===== config.mk =====
export PLATFORM = sky130hd
export DESIGN_NAME = cache_arbiter
export DESIGN_NICKNAME = d
export VERILOG_FILES = /design/src/rtl/cache_arbiter.sv
export SDC_FILE = /design/constraint.sdc
export NUM_CORES = 1
export LEC_CHECK = 0
export ABC_CLOCK_PERIOD_IN_PS = 2500
export CAP_MARGIN = 0
export CORE_AREA = 2 2 122 124
export DETAILED_ROUTE_END_ITERATION = 8
export DIE_AREA = 0 0 124 126
export PLACE_DENSITY = 0.59
export SLEW_MARGIN = 10
export SYNTH_ARGS = -nofsm -noshare
export SYNTH_HDL_FRONTEND = slang
export SYNTH_SLANG_ARGS = --single-unit

===== constraint.sdc =====
create_clock -name clk_i -period 2.5 [get_ports clk_i]
set_clock_uncertainty 0.2 [all_clocks]
set_input_delay 0.375 -clock clk_i [delete_from_list [all_inputs] [get_ports clk_i]]
set_output_delay 0.375 -clock clk_i [all_outputs]
set_load 0.02 [all_outputs]

===== src/rtl/cache_arbiter.sv =====
// Two-requester (if/dm) arbiter in front of the single cache req/resp port, with an
// in-order owner FIFO for response routing. Define CACHE_ARB_RR_EN for round-robin on conflict.
module cache_arbiter #(
    parameter int MAX_OUT = 2
) (
    input  logic        clk_i,
    input  logic        rst_ni,
    input  logic        if_req_valid_i,
    input  logic [31:0] if_req_value_i,
    input  logic [31:0] if_req_addr_i,
    input  logic [3:0]  if_req_wstrb_i,
    output logic        if_req_ready_o,
    output logic        if_resp_valid_o,
    output logic [31:0] if_resp_value_o,
    input  logic        dm_req_valid_i,
    input  logic [31:0] dm_req_value_i,
    input  logic [31:0] dm_req_addr_i,
    input  logic [3:0]  dm_req_wstrb_i,
    output logic        dm_req_ready_o,
    output logic        dm_resp_valid_o,
    output logic [31:0] dm_resp_value_o,
    output logic        m_req_valid_o,
    output logic [31:0] m_req_value_o,
    output logic [31:0] m_req_addr_o,
    output logic [3:0]  m_req_wstrb_o,
    input  logic        m_req_ready_i,
    input  logic        m_resp_valid_i,
    input  logic [31:0] m_resp_value_i,
    output logic        err_o
);
    localparam int CW = $clog2(MAX_OUT + 1);
    localparam int PW = (MAX_OUT > 1) ? $clog2(MAX_OUT) : 1;

    logic [MAX_OUT-1:0] r_fifo;
    logic [PW-1:0]      r_wptr, r_rptr;
    logic [CW-1:0]      r_cnt;
    logic               r_lock, r_lock_sel, r_last, r_err;

    logic w_full, w_empty, w_any, w_sel, w_push, w_pop, w_head;

    function automatic logic [PW-1:0] ptr_inc(input logic [PW-1:0] p);
        return (p == PW'(MAX_OUT - 1)) ? '0 : p + 1'b1;
    endfunction

    assign w_full  = (r_cnt == CW'(MAX_OUT));
    assign w_empty = (r_cnt == '0);
    assign w_any   = if_req_valid_i | dm_req_valid_i;

    // sel: 0 = if, 1 = dm
    always_comb begin
        w_sel = dm_req_valid_i;
        if (r_lock) begin
            w_sel = r_lock_sel;
        end else if (if_req_valid_i && dm_req_valid_i) begin
`ifdef CACHE_ARB_RR_EN
            w_sel = ~r_last;
`else
            w_sel = 1'b1;
`endif
        end
    end

`ifndef CACHE_ARB_RR_EN
    logic w_unused_last;
    assign w_unused_last = r_last;
`endif

    assign m_req_valid_o = rst_ni & w_any & ~w_full;
    assign m_req_addr_o  = w_sel ? dm_req_addr_i  : if_req_addr_i;
    assign m_req_value_o = w_sel ? dm_req_value_i : if_req_value_i;
    assign m_req_wstrb_o = w_sel ? dm_req_wstrb_i : if_req_wstrb_i;

    // readies use the registered count only, so a same-cycle pop never frees a slot
    assign if_req_ready_o = rst_ni & ~w_sel & m_req_ready_i & ~w_full;
    assign dm_req_ready_o = rst_ni &  w_sel & m_req_ready_i & ~w_full;

    assign w_push = m_req_valid_o & m_req_ready_i;
    assign w_pop  = m_resp_valid_i & ~w_empty;
    assign w_head = r_fifo[r_rptr];

    assign if_resp_valid_o = rst_ni & w_pop & ~w_head;
    assign dm_resp_valid_o = rst_ni & w_pop &  w_head;
    assign if_resp_value_o = m_resp_value_i;
    assign dm_resp_value_o = m_resp_value_i;
    assign err_o           = rst_ni & r_err;

    always_ff @(posedge clk_i or negedge rst_ni) begin
        if (!rst_ni) begin
            r_fifo     <= '0;
            r_wptr     <= '0;
            r_rptr     <= '0;
            r_cnt      <= '0;
            r_lock     <= 1'b0;
            r_lock_sel <= 1'b0;
            r_last     <= 1'b0;
            r_err      <= 1'b0;
        end else begin
            if (w_push) begin
                r_fifo[r_wptr] <= w_sel;
                r_wptr         <= ptr_inc(r_wptr);
                r_last         <= w_sel;
            end
            if (w_pop) r_rptr <= ptr_inc(r_rptr);
            case ({w_push, w_pop})
                2'b10:   r_cnt <= r_cnt + 1'b1;
                2'b01:   r_cnt <= r_cnt - 1'b1;
                default: r_cnt <= r_cnt;
            endcase
            if (w_push) begin
                r_lock <= 1'b0;
            end else if (m_req_valid_o && !m_req_ready_i) begin
                r_lock     <= 1'b1;
                r_lock_sel <= w_sel;
            end
            if (m_resp_valid_i && w_empty) r_err <= 1'b1;
        end
    end
endmodule


# Word level (Yosys, flattened, before mapping)
# Index checks and enable logic that the tools add are counted.
totals:
  regBits: 9
  latch_bits: 0
  ramBits: 0
  mem_bits_ro: 0
  inputBits: 174
  wordCells: 61
  mem_count: 0
op_classes:
  add_sub_neg: 4
  mul: 0
  div: 0
  magnitude_cmp: 3
  eq_ne: 3
  shifts: 0
  n_mux: 15
  bitwise: 20
  reduce_logical: 9
ops:
  columns: ["operator", "n"]
  rows:
  - ["$mux 32", 2]
  - ["$and 1x1->1", 14]
  - ["$mux 1", 9]
  - ["$not 1->1", 5]
  - ["$eq 2x2->1 const B", 2]
  - ["$logic_and 1x1->1", 4]
  - ["$lt 1x2->1 const B", 2]
  - ["$mux 4", 1]
  - ["$pmux 2 s2", 1]
  - ["$reduce_bool 2->1", 2]
  - ["$add 1x1->1 const B", 2]
  - ["$add 2x1->2 const B", 1]
  - ["$bwmux 2", 1]
  - ["$eq 2x1->1 const B", 1]
  - ["$logic_not 2->1", 1]
  - ["$reduce_and 2->1", 1]
  - ["$sub 2x1->2 const B", 1]
  - ["$demux 1 s1", 1]
  - ["$ge 1x1->1 const B", 1]
  - ["$logic_not 1->1", 1]
  - ["$or 1x1->1", 1]

# Logic depth before layout (Yosys ltp)
depth:
  word_depth: 7
  mapped_depth: 7
  ltp_nobuf: 7

# Worst setup path before layout
# OpenSTA, ideal clock, no wires.
synth_path:
  kind: "register to output"
  startpoint: "register r_lock"
  endpoint: "output if_req_ready_o"
  t_arrival_ns: 1.293
  required_ns: 1.925
  slack_ns: 0.632
  stages_incl_launch_ff: 5
  n_path_buf: 2
  cell_sequence: "dfrtp_1 > mux2_4 > buf_6 > buf_2 > nor2_1"
synth_via:
  elab_chain_cells: 5
synth_rtl:
  columns: ["element", "line", "rtl"]
  rows:
  - ["from (decl)", "37", "logic r_lock, r_lock_sel, r_last, r_err;"]
  - ["from (signal assigned)", "93", "r_lock <= 1'b0;"]
  - ["from (signal assigned)", "110", "r_lock <= 1'b0;"]
  - ["from (signal assigned)", "112", "r_lock <= 1'b1;"]
  - ["$mux 1", "52", "if (r_lock) begin"]
  - ["$not 1->1", "74", "assign if_req_ready_o = rst_ni & ~w_sel & m_req_ready_i & ~w_full;"]
  - ["$and 1x1->1 (3 in a row)", "74", null]
  - ["to (decl)", "12", "output logic if_req_ready_o,"]
# Every way passes these cells.

# Worst setup path in the final report
layout_path:
  startpoint: "input dm_req_valid_i"
  endpoint: "output m_req_value_o[25]"
layout_via:
  elab_chain_cells: 4
layout_rtl:
  columns: ["element", "line", "rtl"]
  rows:
  - ["from (decl)", "15", "input logic dm_req_valid_i,"]
  - ["$logic_and 1x1->1", "54", "end else if (if_req_valid_i && dm_req_valid_i) begin"]
  - ["$mux 1 *", "54", null]
  - ["$mux 1 *", "52", null]
  - ["$mux 32 *", "70", "assign m_req_value_o = w_sel ? dm_req_value_i : if_req_value_i;"]
  - ["to (decl)", "23", "output logic [31:0] m_req_value_o,"]
# Every way passes the cells marked *; elsewhere a longest branch is shown, timed or not.

==> reports/results.ini <==
[global_route]
grt_pass1_vias=2434
antenna_found_initial=0
grt_pass1_wl_um=12500
grt_usage_pct=10.2
grt-ovfl-total=0
grt_max_degree=35

[clock_tree]
cts_tree=built
insertion_delay_ps=240
clock_sinks=9
cts_max_level=1
clk_pin_slew_ps=40
cts_hold_buf=0
cts_buffers=3
cts.root.buffer_cell=clkbuf_16
clockBufferDepth=2

[detailed_routing]
drt-met1-wl_um=3020
top_layer=met4
drt_pass1_iterations=4
drtIter0Drc=53
wl_met2_um=4110
drt_wl_total_um=8620
wl_per_cell_um=12.9
viasPerCell=3.66
vias=2439
drc=0
wl_met3_um=1430
drtAntennaViolNets=0

[finish]
area_growth_pct=111
multi_input_area_um2=1030
final.fill_count=1619
seq_area_um2=225
drive_above_1_share_pct=6.22
nets=658
final_cells=666
antenna_cells=0

[logic_synthesis]
yosysMostFrequentCell=nand2_1
ys.flop_type=dfrtp_1
syn_inst=325
ys_ff_latch=9
synth_cell_type_count=27
synth_fp_nets=500
synth_edf_count=0
avgSynthCellArea_um2=5.60
synth_top_area_share_pct=42.5
yosys_warnings=0
ys_async_sr_fraction_pct=100
synth_top_cell_by_area=nand2_1
syn-cell-area_um2=1820
yosys-top-cells-area=nand2_1, buf_4, dfrtp_1
ys_seq_area_share_pct=12.4
ys_top_cells_by_count=nand2_1, buf_4, dfrtp_1

[worst_setup_path]
critical-path-top-delay-family=buffers and inverters
r2r_slack_ps=700
crit_chain=clkdlybuf4s50_1, mux2i_4, buf_4, buf_12, nand2_1, nand2_1, dlygate4sd2_1
cp.required_ps=1920
end_kind=output pin
path_max_fanout=21
crit_buf_inv=4
critical_path.most_common_cell=nand2_1
path_class=in -> out
cp_slowest_cell=clkdlybuf4s50_1
slowest_delay_ps=470
worstPathArrival_ps=1860
crit_path_start_kind=input port

[place]
io_buffer_count=215
gp_congestion=0.705
place_hpwl_um=6970
placed_cells=659

[sta]
finalHoldViolations=0
period_share_pct=97.3
slew_headroom_pct=78.5
worstMarginPinSlew_ps=319
final-setup-viol-count=0
slew_viol_final=0
rsz0062_at_grt=no
period_needed_ps=2430
fmax_mhz=411

[die]
dieWidth_um=124
row_count=44
die_area_um2=15600
start_util_pct=12.7
io_pins=312
core-area_um2=14300
die_y_um=126

[pwr]
cellPowerDensity_nw_per_um2=901
p_total_mw=3.46
power_leakage_nw=1.94
ir_drop_mv=0.540

[min_path]
holdCritPathClass=reg -> reg

[job]
max_cap_violations=0

[outcome]
outcome=complete, no violations

[kinds of logic after synthesis]
| family | after synthesis | share of synthesized area (%) |
|---|---|---|
| mux | 6 | 3.99 |
| flops | 9 | 12.4 |
| simple gates | 221 | 47.9 |
| buf+inv | 80 | 31.3 |
| fa+ha+maj | 1 | 0.687 |
| compound gates | 3 | 1.31 |
| xor+xnor | 5 | 2.41 |
[where the power goes]
group,total [mW],internal [mW],switching (mW)
Combinational,2.89,1.26,1.64
Sequential,0.283,0.213,0.0699
Clock,0.284,0.213,0.0703
Total,3.46,1.68,1.78
[layout by cell type (no fill, tap or decap), types with 2 or more instances in the layout]
cell and n:
buf_12 4, buf_4 12, clkbuf_16 3, clkbuf_2 2, clkdlybuf4s15_1 8, clkdlybuf4s50_1 143, dfrtp_1 9, dlygate4sd2_1 61
mux2_2 2, nand2_1 206, nor2_1 6, nor4b_2 2, xnor2_1 2, xor2_1 3
[per-stage QoR]
step / worst slack [ps] / util [%] / hold WS [ps] / TNS, ps / instance area [um2]
2_1_floorplan: 632 / - / -121 / 0 / 1820
3_3_place_gp: -262 / 26.5 / 258 / -11540 / 3800
3_5_place_dp: -272 / 26.5 / 248 / -13040 / 3800
4_1_cts: 3.14 / 26.8 / 257 / 0 / 3840
5_1_grt: 0.299 / 26.8 / 281 / 0 / 3840
6_report: 67.5 / 26.8 / 258 / 0 / 3840
[registers in the layout (all words and copies together) (netlist names)]
name	cells
r_fifo	2
r_cnt	2
r_wptr	1
r_lock_sel	1
r_lock	1
r_rptr	1
r_err	1
[path summary, 6_finish.rpt]
check                           cells past startpoint           endpoint           start
worst max-delay path                                7  m_req_value_o[25]  dm_req_valid_i
max in group asynchronous                           3          r_fifo[1]          rst_ni
worst min register to register                      1              r_err           r_err
worst max register to register                      6           r_cnt[1]        r_cnt[1]
min in group asynchronous                           2           r_cnt[0]          rst_ni
worst min-delay path                                1              r_err           r_err
[area by class of cell]
class | count | area share, %
Inverter | 1 | 0.0977
Tap cell | 184 | 5.99
Sequential cell | 9 | 5.86
Multi-Input combinational cell | 236 | 26.9
Timing Repair Buffer | 232 | 59.1
Clock buffer | 4 | 2.05
[what timing repair did]
| action | in CTS | in global routing |
|---|---|---|
| resized for setup | 72 | 12 |
| cloned | 1 | 0 |
| endpoints found under the setup margin | 71 | 11 |
| endpoints found under the hold margin | 0 | 0 |
| buffers inserted | 2 | 0 |
[worst register-to-register path: cells and delay by family (launching register included)]
kind	cells	cell delay (ps)
xor+xnor	1	140
fa+ha+maj	1	330
buf+inv	1	70
flops	1	410
simple gates	3	580
[metal layers]
layer | vias up | global-route usage [%]
met4 | 0 | 1.32
li1 | 1232 | -
met1 | 993 | 10.4
met5 | - | 0
met2 | 206 | 18.7
met3 | 8 | 5.30
No activity file was read; power rests on OpenSTA's default activity.
